[src/rtl/morse_sym_ctrl.sv]
// Morse symbol sequencing controller.
// Samples the key line on a prescaled tick enable, times mark/space runs,
// packs up to five dot/dash elements per character and hands each
// character downstream over valid/ready, pulsing once on a word gap.
module morse_sym_ctrl #(
  parameter int DIV        = 50000,
  parameter int CNT_W      = 8,
  parameter int DOT_MAX    = 2,
  parameter int LETTER_GAP = 3,
  parameter int WORD_GAP   = 7
) (
  input  logic       clk,
  input  logic       rst,
  input  logic       key_in,
  input  logic       char_ready,
  output logic       tick,
  output logic       char_valid,
  output logic [2:0] char_len,
  output logic [4:0] char_bits,
  output logic       char_err,
  output logic       word_pulse
);

  localparam int PW = (DIV > 2) ? $clog2(DIV) : 1;
  localparam logic [PW-1:0]    PRESC_LAST = PW'(DIV - 1);
  localparam logic [CNT_W-1:0] RUN_MAX    = '1;
  localparam logic [CNT_W-1:0] RUN_ONE    = CNT_W'(1);
  localparam logic [CNT_W-1:0] DOT_LIM    = CNT_W'(DOT_MAX);
  localparam logic [CNT_W-1:0] LGAP       = CNT_W'(LETTER_GAP);
  localparam logic [CNT_W-1:0] WGAP       = CNT_W'(WORD_GAP);

  typedef enum logic [2:0] {
    ST_IDLE,
    ST_MARK,
    ST_SPACE,
    ST_HOLD,
    ST_GAP
  } state_t;

  state_t           state_reg;
  logic             key_meta_reg;
  logic             key_s_reg;
  logic [PW-1:0]    presc_reg;
  logic [CNT_W-1:0] run_reg;
  logic [2:0]       len_reg;
  logic [4:0]       bits_reg;
  logic             err_reg;
  logic             valid_reg;
  logic             word_pulse_reg;

  logic [CNT_W-1:0] run_inc;
  logic             sym;

  assign run_inc = run_reg + RUN_ONE;
  // A mark that ran beyond the dot limit (including a saturated run) is a dash.
  assign sym     = (run_reg > DOT_LIM);

  assign tick       = (presc_reg == PRESC_LAST);
  assign char_valid = valid_reg;
  assign char_len   = len_reg;
  assign char_bits  = bits_reg;
  assign char_err   = err_reg;
  assign word_pulse = word_pulse_reg;

  // Two-flop synchronizer for the asynchronous key line.
  always_ff @(posedge clk or negedge rst) begin
    if (!rst) begin
      key_meta_reg <= 1'b0;
      key_s_reg    <= 1'b0;
    end else begin
      key_meta_reg <= key_in;
      key_s_reg    <= key_meta_reg;
    end
  end

  // Free-running prescaler; its terminal count is the sample enable.
  always_ff @(posedge clk or negedge rst) begin
    if (!rst) begin
      presc_reg <= '0;
    end else if (presc_reg == PRESC_LAST) begin
      presc_reg <= '0;
    end else begin
      presc_reg <= presc_reg + PW'(1);
    end
  end

  // Character state machine; advances on tick except for the handshake exit from HOLD.
  always_ff @(posedge clk or negedge rst) begin
    if (!rst) begin
      state_reg      <= ST_IDLE;
      run_reg        <= '0;
      len_reg        <= '0;
      bits_reg       <= '0;
      err_reg        <= 1'b0;
      valid_reg      <= 1'b0;
      word_pulse_reg <= 1'b0;
    end else begin
      word_pulse_reg <= 1'b0;
      case (state_reg)
        ST_IDLE: begin
          if (tick && key_s_reg) begin
            state_reg <= ST_MARK;
            run_reg   <= RUN_ONE;
            len_reg   <= '0;
            bits_reg  <= '0;
            err_reg   <= 1'b0;
          end
        end
        ST_MARK: begin
          if (tick) begin
            if (key_s_reg) begin
              run_reg <= (run_reg == RUN_MAX) ? run_reg : run_inc;
            end else begin
              if (len_reg < 3'd5) begin
                bits_reg <= bits_reg | (5'(sym) << len_reg);
                len_reg  <= len_reg + 3'd1;
              end else begin
                err_reg <= 1'b1;
              end
              state_reg <= ST_SPACE;
              run_reg   <= RUN_ONE;
            end
          end
        end
        ST_SPACE: begin
          if (tick) begin
            if (key_s_reg) begin
              state_reg <= ST_MARK;
              run_reg   <= RUN_ONE;
            end else begin
              run_reg <= run_inc;
              if (run_inc == LGAP) begin
                state_reg <= ST_HOLD;
                valid_reg <= 1'b1;
              end
            end
          end
        end
        ST_HOLD: begin
          // Key activity is ignored and the run count stays frozen until accepted.
          if (char_ready) begin
            state_reg <= ST_GAP;
            valid_reg <= 1'b0;
          end
        end
        ST_GAP: begin
          if (tick) begin
            if (key_s_reg) begin
              state_reg <= ST_MARK;
              run_reg   <= RUN_ONE;
              len_reg   <= '0;
              bits_reg  <= '0;
              err_reg   <= 1'b0;
            end else begin
              run_reg <= run_inc;
              if (run_inc == WGAP) begin
                state_reg      <= ST_IDLE;
                word_pulse_reg <= 1'b1;
              end
            end
          end
        end
        default: begin
          state_reg <= ST_IDLE;
          valid_reg <= 1'b0;
        end
      endcase
    end
  end

endmodule

[config.mk]
export PLATFORM = sky130hd
export DESIGN_NAME = morse_sym_ctrl
export DESIGN_NICKNAME = d
export VERILOG_FILES = /design/src/rtl/morse_sym_ctrl.sv
export SDC_FILE = /design/constraint.sdc
export NUM_CORES = 1
export LEC_CHECK = 0
export ABC_AREA = 0
export BUFFER_PORTS_ARGS = -buffer_cell sky130_fd_sc_hd__buf_2
export CAP_MARGIN = 20
export CORE_AREA = 3 3 67 69
export CTS_CLUSTER_DIAMETER = 100
export DETAILED_ROUTE_END_ITERATION = 16
export DIE_AREA = 0 0 70 72
export GPL_TIMING_DRIVEN = 0
export PLACE_DENSITY = 0.81
export SYNTH_ARGS = -nofsm -noshare
export SYNTH_HDL_FRONTEND = slang
export SYNTH_SLANG_ARGS = --single-unit
[constraint.sdc]
create_clock -name clk -period 4.38 [get_ports clk]
set_input_delay 0.438 -clock clk [delete_from_list [all_inputs] [get_ports clk]]
set_output_delay 0.438 -clock clk [all_outputs]
set_load 0.005 [all_outputs]
==> impl_metrics.tcl <==
set metrics [dict create \
    fin_nets 262 \
    diodes 0 \
    ir_drop_mv 0.137 \
    critical_path_arrival_ns 2.25 \
    pwr-share-comb_pct 2.3 \
    period_minus_slack_ns 2.68 \
    seqPwrFrac_pct 58.9 \
    wl_per_cell_um 13.5 \
    grt_pass1_vias 1565 \
    syn_avg_cell_area_um2 9.18 \
    critPathMaxFanout 10 \
    postRouteAntennaNets 0 \
    maxCapViolCount 0 \
    syn_inst 232 \
    critical_path.startpoint_type "register" \
    relSlewSlack_pct 42.2 \
    cts_hold_buf 0 \
    cts_buffer_depth 2 \
    outcome "finished clean" \
    fmax_mhz 373 \
    track_usage_pct 17.3 \
    cts_tree "done" \
    fill_cells 337 \
    die_x_um 70 \
    utilization_pct 59.3 \
    final_common_cell "dfrtp_1" \
    multiInputGateArea_mm2 0.00105 \
    switching_share_pct 23.1 \
    syn_area_mm2 0.00213 \
    routed_wirelength_um 4100 \
    final.setup.tns_ns 0 \
    path_clk_slew_ns 0.08 \
    cts.repair.resized 0 \
    firstDrtPassIters 4 \
    ys_seq_area_share_pct 47.0 \
    rsz0062_at_grt "no" \
    pwr-share-clk_pct 38.8 \
    drcViolationCount 0 \
    cts-root-buf "clkbuf_8" \
    finClkSkew_ns 0.00785 \
    final_layout_size_suffix_gt1_share_pct 13.7 \
    ys_warn_count 0 \
    total_power_uw 629 \
    synth-seq-cells 40 \
    hp-class "input port to asynchronous set/reset pin" \
    final_cell_mix "dfrtp_1, nor2_1, nand2_1" \
    period_share_pct 61.3 \
    dieArea_mm2 0.00504 \
    drt_iter0_markers 153 \
    gp_congestion 0.810 \
    p_leak_nw 1.09 \
    grt_max_degree 41 \
    cts.sinks 40 \
    intPower_uw 484 \
    ys_types 43 \
    clock_latency_ns 0.30 \
    post_cts_buffers 0 \
    drv_slew 0 \
    die_h_um 72 \
    worst_ep_required_time_ns 3.94 \
    regArea_mm2 0.00100 \
    grt_first_pass_wirelength_um 7080 \
    cp-end-kind "output port" \
    syn_nets 240 \
    antenna_found_initial 0 \
    vias_per_cell 5.54 \
    ios 16 \
    p_switching_uw 145 \
    syn2layout_area_growth_pct 10.6 \
    power_density_mw_per_mm2 267 \
    max_slew.worst_pin.slew_ns 0.866 \
    setup_viol 0 \
    cts-htree-levels 2 \
    port_buffers 15 \
    overflow 0 \
    crit_type "register to output port" \
    cts_made_buffers 5 \
    hpwlAfterDp_um 2880 \
    vias 1691 \
    hold_viol_final 0 \
    rows 23 \
    largest_reg_flops 16 \
    core_mm2 0.00397 \
    start_util_pct 53.6 \
]
[synthesized netlist by cell type, drive strengths merged]
cell	n	area, um^2
o21ai	18	90.1
or2	2	12.5
mux2	1	11.3
and4bb	1	12.5
a31o	1	8.76
o311ai	1	8.76
mux2i	2	20.0
a31oi	7	43.8
a211oi	1	7.51
and3	8	50.1
o211ai	1	7.51
nor3	6	30.0
ha	4	50.1
nand2	24	90.1
buf	7	33.8
or3	1	6.26
nor2	27	101
nand4	3	18.8
maj3	1	10.0
nor4b	2	17.5
inv	9	33.8
xnor2	8	70.1
nand3	12	60.1
xor2	9	78.8
dfrtp	40	1000
nor3b	3	27.5
or4	2	15.0
and4	1	8.76
nor4	3	33.8
nor4bb	1	10.0
a2111oi	1	8.76
a21oi	7	35.0
clkbuf	3	11.3
nor2b	3	18.8
o21a	1	7.51
o31ai	4	30.0
a21o	3	22.5
nand2b	3	18.8
o21bai	1	7.51
[stage by stage]
| stage | instances | worst slack (ns) | instance area (um^2) | hold WS (ns) |
|---|---|---|---|---|
| 2_1_floorplan | 232 | 2.24 | 2130 | 0.142 |
| 3_3_place_gp | 297 | 1.99 | 2270 | 0.332 |
| 3_5_place_dp | 297 | 1.98 | 2270 | 0.335 |
| 4_1_cts | 305 | 1.67 | 2350 | 0.244 |
| 5_1_grt | 305 | 1.51 | 2350 | 0.247 |
| 6_report | 305 | 1.70 | 2350 | 0.249 |
[kinds of logic after synthesis]
| group | count (synthesis) | synth area share, % |
|---|---|---|
| AND/OR/NAND/NOR | 102 | 25.0 |
| AO/OA/AOI/OAI | 46 | 13.0 |
| flip-flops | 40 | 47.0 |
| buffers and inverters | 19 | 3.70 |
| XOR/XNOR | 17 | 6.99 |
| adder cells (fa/ha/maj) | 5 | 2.82 |
| multiplexers | 3 | 1.47 |
[routing by layer]
layer,vias to the layer above,global-route usage (%),part of all wire [%]
met5,-,0,0
met3,5,3.74,4.0
met2,37,27.5,45
met4,0,5.74,1.4
met1,796,23.8,50
li1,853,-,-
[path summary, 6_finish.rpt]
| path | from | end | slack, ns | depth (start not counted) |
|---|---|---|---|---|
| min | rst | char_bits[3]$_DFFE_PN0P_ | 0.25 | 1 |
| max reg2reg | run_reg[3]$_DFFE_PN0P_ | char_bits[2]$_DFFE_PN0P_ | 1.97 | 6 |
| max in group asynchronous | rst | char_valid$_DFFE_PN0P_ | 3.58 | 1 |
| max | presc_reg[0]$_DFF_PN0_ | tick | 1.70 | 6 |
| min in group clk | key_in | key_meta_reg$_DFF_PN0_ | 0.25 | 1 |
| min reg2reg | key_meta_reg$_DFF_PN0_ | key_s_reg$_DFF_PN0_ | 0.35 | 0 |
[power groups by stage]
stage | clock network (mW) | logic (mW) | registers, mW
3_5_place_dp | 0 | 0.0150 | 0.378
4_1_cts | 0.250 | 0.0150 | 0.370
2_1_floorplan | 0 | 0.00487 | 0.378
6_report | 0.244 | 0.0144 | 0.370
3_3_place_gp | 0 | 0.0145 | 0.378
5_1_grt | 0.268 | 0.0171 | 0.370
[critical path: stages, from the launching register on]
cell	delay, ns
dfrtp_1	0.40
ha_1	0.19
and3_1	0.24
and4_1	0.30
buf_2	0.24
buf_1	0.39
buf_2	0.20
[final cells by class]
cell class	instances	share of cell area, %
inverter	9	1.43
sequential	40	42.5
clock buffer	5	2.92
timing repair buffer	15	3.19
buffer	10	1.91
tap	50	2.66
multi-input combinational	173	44.6
clock inverter	3	0.797
Power figures use the tool's default switching activity.
